--- config.mk ---
export PLATFORM = sky130hd
export DESIGN_NAME = dds_cfg_sched
export DESIGN_NICKNAME = d
export VERILOG_FILES = /design/src/rtl/dds_cfg_sched.sv
export SDC_FILE = /design/constraint.sdc
export NUM_CORES = 1
export LEC_CHECK = 0
export CAP_MARGIN = 20
export CELL_PAD_IN_SITES_DETAIL_PLACEMENT = 1
export CELL_PAD_IN_SITES_GLOBAL_PLACEMENT = 2
export CORE_MARGIN = 3
export CORE_UTILIZATION = 24
export CTS_CLUSTER_DIAMETER = 50
export DETAILED_ROUTE_END_ITERATION = 8
export PLACE_DENSITY = 0.82
export SYNTH_ARGS = -nofsm -noshare
export SYNTH_HDL_FRONTEND = slang
export SYNTH_SLANG_ARGS = --single-unit
--- constraint.sdc ---
create_clock -name clk_i -period 2.3 [get_ports clk_i]
set_input_delay 0.345 -clock clk_i [delete_from_list [all_inputs] [get_ports clk_i]]
set_output_delay 0.345 -clock clk_i [all_outputs]
set_load 0.01 [all_outputs]
--- src/rtl/dds_cfg_sched.sv ---
// Round-robin scheduler sharing one dds register programmer between the host and the hop timer.
// Define DDS_SCHED_TIMEOUT_EN to build the READY timeout watchdog and the sticky TOERR flag.
module dds_cfg_sched #(
  parameter int unsigned TIMEOUT = 300000,
  parameter int unsigned HOLDOFF = 4096
) (
  input  logic        clk_i,
  input  logic        rst_ni,
  input  logic        req0_i,
  input  logic        req1_i,
  input  logic [15:0] f0h_i,
  input  logic [31:0] f0l_i,
  input  logic [15:0] f1h_i,
  input  logic [31:0] f1l_i,
  input  logic [13:0] ptw0_i,
  input  logic [13:0] ptw1_i,
  input  logic [2:0]  mode0_i,
  input  logic [2:0]  mode1_i,
  input  logic        ready_i,
  output logic        gnt0_o,
  output logic        gnt1_o,
  output logic        done0_o,
  output logic        done1_o,
  output logic        cen_o,
  output logic [15:0] fh_o,
  output logic [31:0] fl_o,
  output logic [13:0] ptw_o,
  output logic [2:0]  mode_o,
  output logic        busy_o,
  output logic        toerr_o
);

  typedef enum logic [2:0] {
    S_IDLE     = 3'd0,
    S_LATCH    = 3'd1,
    S_WAIT_RDY = 3'd2,
    S_WAIT_LOW = 3'd3,
    S_HOLD     = 3'd4
  } state_e;

  localparam logic [19:0] HoldLoad = 20'(HOLDOFF - 1);

  state_e      state_q, state_d;
  logic        lp_q, lp_d;
  logic [19:0] cnt_q, cnt_d;
  logic        cen_q, cen_d;
  logic [1:0]  gnt_q, gnt_d;
  logic [1:0]  done_q, done_d;
  logic        busy_q, busy_d;
  logic [15:0] fh_q, fh_d;
  logic [31:0] fl_q, fl_d;
  logic [13:0] ptw_q, ptw_d;
  logic [2:0]  mode_q, mode_d;
  logic        rdy_meta_q, rdy_s_q, rdy_prev_q;
  logic        rdy_rise_s;
  logic        win_s;
  logic        any_req_s;

  // READY comes from the divided programmer clock: synchronize, then edge-detect.
  always_ff @(posedge clk_i or negedge rst_ni) begin
    if (!rst_ni) begin
      rdy_meta_q <= 1'b0;
      rdy_s_q    <= 1'b0;
      rdy_prev_q <= 1'b0;
    end else begin
      rdy_meta_q <= ready_i;
      rdy_s_q    <= rdy_meta_q;
      rdy_prev_q <= rdy_s_q;
    end
  end

  assign rdy_rise_s = rdy_s_q & ~rdy_prev_q;
  assign any_req_s  = req0_i | req1_i;
  // On a tie the requester not served last wins; otherwise the lone requester.
  assign win_s      = (req0_i & req1_i) ? ~lp_q : req1_i;

`ifdef DDS_SCHED_TIMEOUT_EN
  localparam logic [19:0] ToLoad = 20'(TIMEOUT - 1);
  logic toerr_q, toerr_d;
`endif

  // Next-state and registered-output computation.
  always_comb begin
    state_d = state_q;
    lp_d    = lp_q;
    cnt_d   = cnt_q;
    cen_d   = cen_q;
    gnt_d   = 2'b00;
    done_d  = 2'b00;
    fh_d    = fh_q;
    fl_d    = fl_q;
    ptw_d   = ptw_q;
    mode_d  = mode_q;
`ifdef DDS_SCHED_TIMEOUT_EN
    toerr_d = toerr_q;
`endif
    case (state_q)
      S_IDLE: begin
        if (any_req_s) begin
          state_d = S_LATCH;
        end else begin
          state_d = S_IDLE;
        end
      end
      S_LATCH: begin
        if (any_req_s) begin
          fh_d        = win_s ? f1h_i : f0h_i;
          fl_d        = win_s ? f1l_i : f0l_i;
          ptw_d       = win_s ? ptw1_i : ptw0_i;
          mode_d      = win_s ? mode1_i : mode0_i;
          gnt_d[win_s] = 1'b1;
          cen_d       = 1'b1;
          lp_d        = win_s;
`ifdef DDS_SCHED_TIMEOUT_EN
          toerr_d     = 1'b0;
          cnt_d       = ToLoad;
`endif
          state_d     = S_WAIT_RDY;
        end else begin
          state_d = S_IDLE;
        end
      end
      S_WAIT_RDY: begin
        // A READY rise beats a simultaneous timeout.
        if (rdy_rise_s) begin
          cen_d        = 1'b0;
          done_d[lp_q] = 1'b1;
          state_d      = S_WAIT_LOW;
`ifdef DDS_SCHED_TIMEOUT_EN
        end else if (cnt_q == 20'd0) begin
          cen_d   = 1'b0;
          toerr_d = 1'b1;
          cnt_d   = HoldLoad;
          state_d = S_HOLD;
        end else begin
          cnt_d = cnt_q - 20'd1;
`else
        end else begin
          state_d = S_WAIT_RDY;
`endif
        end
      end
      S_WAIT_LOW: begin
        if (!rdy_s_q) begin
          cnt_d   = HoldLoad;
          state_d = S_HOLD;
        end else begin
          state_d = S_WAIT_LOW;
        end
      end
      S_HOLD: begin
        if (cnt_q == 20'd0) begin
          state_d = S_IDLE;
        end else begin
          cnt_d = cnt_q - 20'd1;
        end
      end
      default: begin
        state_d = S_IDLE;
        cen_d   = 1'b0;
      end
    endcase
    busy_d = (state_d != S_IDLE);
  end

  // State and output registers.
  always_ff @(posedge clk_i or negedge rst_ni) begin
    if (!rst_ni) begin
      state_q <= S_IDLE;
      lp_q    <= 1'b1;
      cnt_q   <= 20'd0;
      cen_q   <= 1'b0;
      gnt_q   <= 2'b00;
      done_q  <= 2'b00;
      busy_q  <= 1'b0;
      fh_q    <= 16'd0;
      fl_q    <= 32'd0;
      ptw_q   <= 14'd0;
      mode_q  <= 3'd0;
    end else begin
      state_q <= state_d;
      lp_q    <= lp_d;
      cnt_q   <= cnt_d;
      cen_q   <= cen_d;
      gnt_q   <= gnt_d;
      done_q  <= done_d;
      busy_q  <= busy_d;
      fh_q    <= fh_d;
      fl_q    <= fl_d;
      ptw_q   <= ptw_d;
      mode_q  <= mode_d;
    end
  end

`ifdef DDS_SCHED_TIMEOUT_EN
  // Sticky timeout flag, cleared by the next grant.
  always_ff @(posedge clk_i or negedge rst_ni) begin
    if (!rst_ni) begin
      toerr_q <= 1'b0;
    end else begin
      toerr_q <= toerr_d;
    end
  end
  assign toerr_o = toerr_q;
`else
  assign toerr_o = 1'b0;
`endif

  assign gnt0_o  = gnt_q[0];
  assign gnt1_o  = gnt_q[1];
  assign done0_o = done_q[0];
  assign done1_o = done_q[1];
  assign cen_o   = cen_q;
  assign busy_o  = busy_q;
  assign fh_o    = fh_q;
  assign fl_o    = fl_q;
  assign ptw_o   = ptw_q;
  assign mode_o  = mode_q;

endmodule

=== After elaboration in Yosys (flattened, before gate mapping) ===
Cells that the tools add are included.

* Add/sub/neg operators: 1
* $lt $le $gt $ge: 4
* Eq/ne operators: 8
* Mux-type cells: 25
* Bitwise gates (word level): 6
* Reduce and logical (&&, ||, !) cells: 10

{| class="wikitable"
|+ Operators by type and width
! cell !! count
|-
| 20-bit 2-to-1 mux || 2
|-
| 20-bit case mux with 2 select lines || 1
|-
| 32-bit 2-to-1 mux || 1
|-
| 20-bit logical NOT || 1
|-
| 20-bit by 1-bit subtractor with 20-bit output, second input constant || 1
|-
| 16-bit 2-to-1 mux || 1
|-
| 3-bit case mux with 5 select lines || 1
|-
| 14-bit 2-to-1 mux || 1
|-
| 2-bit 2-to-1 mux || 5
|-
| 3-bit 2-to-1 mux || 3
|-
| 2-bit != test, second input constant || 4
|-
| 1-bit 2-to-1 mux || 7
|-
| 3-bit by 2-bit equality test with 1-bit output, second input constant || 2
|-
| 3-bit AND reduction || 2
|-
| 1-bit by 2-bit less-than comparator with 1-bit output, second input constant || 2
|-
| 3-bit by 1-bit equality test with 1-bit output, second input constant || 1
|-
| 3-bit equality test, second input constant || 1
|-
| 3-bit logical NOT || 1
|-
| 1-bit NOT || 3
|-
| 1-bit case mux with 3 select lines || 1
|-
| 3-bit nonzero test || 1
|-
| 3-bit OR reduction || 1
|-
| 1-bit AND || 2
|-
| 1-bit demux with 1-bit select || 2
|-
| other kinds (5) || 7
|}

* Bits in registers: 98
* Output and inout port bits: 72
* Word-level logic and storage cells: 68

=== Logic depth before layout (Yosys ltp) ===
* Word-level depth: 8
* Mapped depth: 8

=== Worst setup path before layout ===
No wires, ideal clock.

* Path kind: reg2reg
* Start point: register state_q[1]
* End point: register cnt_q[15]
* Library setup time: 0.079 ns
* Data arrival time: 1.822 ns
* Required time: 2.221 ns
* Setup slack: 0.399 ns
* Cell stages (with the launch flop): 7
* Clock period less this slack: 1.901 ns
* Cell sequence: dfrtp_1 > buf_6 > or3b_1 > buf_2 > or3_4 > a2111oi_4 > mux2i_1

* Cells in the longest elaborated chain, start to end: 3
* Elaborated cells between the ends (all ways): 7
* Classes of those cells: 4 x eq/ne; 1 x mux; 2 x reduce/logical

{| class="wikitable"
|+ RTL lines
! item !! line !! text
|-
| start: declaration || 43 || <nowiki>state_e state_q, state_d;</nowiki>
|-
| start signal: assignment || 181 || <nowiki>state_q <= state_d;</nowiki>
|-
| 3-bit equality test or 3-bit by 2-bit equality test with 1-bit output (tied branches) || 97 || <nowiki>case (state_q)</nowiki>
|-
| 2-bit != test (no source line) or 2-bit nonzero test (tied branches) || -- ||
|-
| 3-bit AND reduction (no source line) || -- ||
|-
| end signal: assignment || 183 || <nowiki>cnt_q <= cnt_d;</nowiki>
|-
| end: declaration || 45 || <nowiki>logic [19:0] cnt_q, cnt_d;</nowiki>
|}

Several ways; a longest one is shown, not always the timed one.
A chain may end at the register's enable or synchronous reset.

=== Final worst setup path ===
* Start point: register state_q[2]
* End point: register cnt_q[11]

The elaborated chain is that of the path after synthesis.

==> PnR_summary.wiki <==
{| class="wikitable"
! Metric !! Value
|-
| Clock period minus final worst setup slack || 2.05 ns
|-
| Overall power of the completed layout || 8230 uW
|-
| Share of cells above drive strength 1 || 6.75%
|-
| Filler Cell Count || approximately 2100
|-
| Clock Latency Late Sink || 0.35 ns
|-
| Required time of the critical path || 2.57 ns
|-
| # H-tree levels || 3
|-
| Setup TNS || 0 ns
|-
| Actual transition at the worst max-transition pin || around 0.62 ns
|-
| CORE AREA || 18800 sq um
|-
| Clock Tree Root || clkbuf_16
|-
| DPL Wire Length || 12100 microns
|-
| Area used by multi-input combinational logic || 1980 sq um
|-
| Type of origin of the critical path || flip-flop
|-
| CTS buffer count || 9
|-
| Period utilisation layout || between 80% and 90%
|-
| Final setup violation count || 0
|-
| Sequential cell area || 2450 sq um
|-
| Worst max-slew margin expressed relative to the limit || 58.6%
|-
| Count of port buffers added during placement || roughly 210
|-
| Remaining global-route overflow || 0
|-
| Worst stage delay on the critical path || 0.53 ns
|-
| Number of placed I/O pins || between 200 and 250
|-
| Launch instance of the worst register-to-register path || state_q[2]
|-
| Min-Delay Path Class || flip-flop to flip-flop
|-
| Worst vdd rail ir drop || 0.412 mV
|-
| Die height || 145 microns
|-
| Crit-path slowest cell || dfrtp_1
|-
| Ant. Diodes || 0
|-
| Cell variety after synth || 49
|-
| Maximum number of pins on one net before global-route repair || 50
|-
| Power per cell area || about 1100 nW/um^2
|-
| Max capacitance violation total || 0
|-
| Number of warnings printed during yosys synthesis || 0
|-
| Netlist Area Pre-Place || 4620 sq um
|-
| DRC violation total after the first TritonRoute iteration || 141
|-
| Sequential area share after synthesis || 53.1%
|-
| Setup slack after layout || 0.245 ns
|-
| Hold_sp || rdy_meta_q
|-
| CTS tree || done
|-
| Setup Skew || 0.00914 ns
|-
| Final #Nets || 798
|-
| Outcome || finished, final reports clean
|-
| Type of element capturing the critical path || flip-flop
|-
| Net count after synthesis || a little over 600
|-
| Synthesis-to-layout area growth || 58.7%
|-
| Largest fanout on the critical path || 9
|-
| Post-DR wirelength/cell || 17.4 microns
|-
| Async SR Flop Fraction || 100%
|-
| Die area || between 20000 and 25000 sq um
|-
| RSZ-0062 raised after global routing || no
|-
| Slew Viols, Final || 0
|-
| Setup slack at placement || -0.0450 ns
|-
| DRT antenna net count || 0
|-
| Number of placement rows || 50
|-
| Number of global-route vias before repair || between 4000 and 5000
|-
| Hold Vio Cnt, Final || 0
|-
| Number of buffers on the longest clock path || 2
|-
| Total GRT Usage || approximately 16%
|-
| Class of the most critical setup path || flip-flop to flip-flop
|-
| Routed WL || between 15000 and 20000 microns
|-
| Number of flops mapped to enable cells by yosys || 0
|-
| Number of instances in the synthesized netlist || 469
|-
| Initial Utilization || between 20 and 25%
|-
| Routability cong. || 0.802
|-
| Total vias in the final route || about 4400
|-
| Worst setup path startpoint || state_q[2]
|-
| Global-route wire length before repair || 25700 microns
|-
| Cell-by-cell listing of the critical path || or3b_1, or4_1, a211oi_2, mux2i_1
|-
| Arrival time of the worst setup path || approximately 2.3 ns
|-
| Die width || roughly 140 microns
|-
| # clock sinks || 98
|-
| Clock transition at the registers of the reported paths || 0.07 ns
|-
| Post-synthesis area per instance || 9.85 sq um
|-
| Number of synthesized register bits || 98
|-
| Maximum frequency from static timing analysis || 487 MHz
|-
| Number of vias per cell after detailed routing || 4.78
|-
| Number of search-and-repair iterations in the first detailed-routing pass || 6
|-
| Primary flip-flop cell chosen by synthesis mapping || dfrtp_1
|-
| Number of remaining DRC errors || 0
|-
| Pleak || between 0.003 and 0.004 uW
|-
| Post-CTS setup buffers || 0
|-
| Antenna violations before repair || 0
|}
==> state kept, by name, summed over array words and instances (netlist names), 2 cells and up <==
register	flops
fl_o	32
cnt_q	20
fh_o	16
ptw_o	14
mode_o	3
state_q	3
done_q	2
gnt_q	2
==> power by group <==
part	internal (uW)	switching, uW	total, uW
sequential	2460	530	2990
combinational	2030	1650	3670
clock	880	686	1570
total	5370	2860	8230
==> worst paths after layout <==
kind / cells past startpoint / endpoint / slack (ns)
hold reg to reg: 0 / rdy_s_q / 0.36
max in group asynchronous: 3 / fl_o[4] / 1.15
setup / recovery: 4 / cnt_q[11] / 0.25
setup reg to reg: 4 / cnt_q[11] / 0.25
hold / removal: 0 / rdy_s_q / 0.36
min in group asynchronous: 2 / ptw_o[5] / 0.51
==> critical path, delay by kind of cell (launching register included) <==
family           cells  cell delay, ns
AO/OA/AOI/OAI        1            0.18
flip-flops           1            0.53
multiplexers         1            0.21
AND/OR/NAND/NOR      2            1.06
==> layer usage <==
metal	vias to the layer above	wire (microns)	share of wire (%)	global-route usage, %
met5	-	0	0	0
met4	0	217	1.3	3.63
met3	15	1180	7.4	5.98
met2	131	8290	51	27.5
met1	2194	6410	40	17.6
li1	2087	-	-	-
==> final cells by class <==
class,count,share of cell area [%]
repair buffers,221,30.6
inverters,7,0.358
multi-input cells,325,27.0
well taps,260,4.44
flip-flops and latches,98,33.5
clock buffers,11,3.31
clock inverters,5,0.853
==> what timing repair did <==
item                                   4_1_cts  5_1_grt
endpoints found under the hold margin       34        0
hold buffers                                 1        0
resized for setup                            0        1
setup endpoints to repair                    0        1
==> cell families (layout without fill, tap and decap cells) <==
group,Yosys count,after routing,synth area share (%)
simple gates,207,207,21.9
fa+ha+maj,1,1,0.271
compound gates,104,104,17.6
mux,12,12,2.60
buf+inv,46,244,4.44
flops,98,98,53.1
other cells,1,1,0.0811
==> stage by stage <==
stage	util (%)	instances	cell area [sq um]	hold WS, ns
2_1_floorplan	-	469	4620	0.0494
3_5_place_dp	37.3	910	7020	0.348
6_report	39.0	927	7330	0.363
4_1_cts	38.9	927	7330	0.366
3_3_place_gp	37.3	910	7020	0.340
5_1_grt	39.0	927	7330	0.374
==> cells in the final DEF (no fill, tap or decap), types with 2 or more instances in the layout <==
cell type,synthesis,layout
a31oi_1,33,33
nand2_1,82,81
nor2_1,48,48
a21oi_1,10,10
a21o_1,2,2
clkinvlp_4,0,2
nor4_1,3,3
buf_12,0,6
a2111oi_1,2,3
clkdlybuf4s50_1,0,204
o21ai_0,10,10
a221o_1,32,32
buf_4,2,10
a2111oi_0,3,2
inv_1,7,7
nand2b_1,3,3
nor3_1,3,3
nand4_1,4,4
and2_1,5,4
and3_1,34,34
clkbuf_16,0,9
or2_2,2,2
or3_1,4,4
o31ai_1,3,3
mux2i_1,12,12
nand3_1,4,4
nor4_4,1,2
or4_1,6,6
dfrtp_1,97,97
==> Yosys cell counts, drive strengths merged (2+ instances only) <==
cell,count,share of area (%)
clkbuf,24,1.9
mux2i,12,2.6
and2,5,0.68
or4,6,0.97
a211oi,2,0.43
nand3,4,0.43
nor3,4,0.54
nand2b,3,0.41
nor4,5,1.1
or2,2,0.27
a21oi,10,1.1
buf,15,1.9
nand2,82,6.7
or3,5,0.78
and3,34,4.6
nand4,4,0.54
a2111oi,7,1.9
o21ai,11,1.2
a21o,2,0.32
o31ai,3,0.49
a31oi,33,4.5
inv,7,0.57
a221o,32,6.9
dfrtp,97,53
nor2,48,3.9
(Power assumes the default switching activity.)
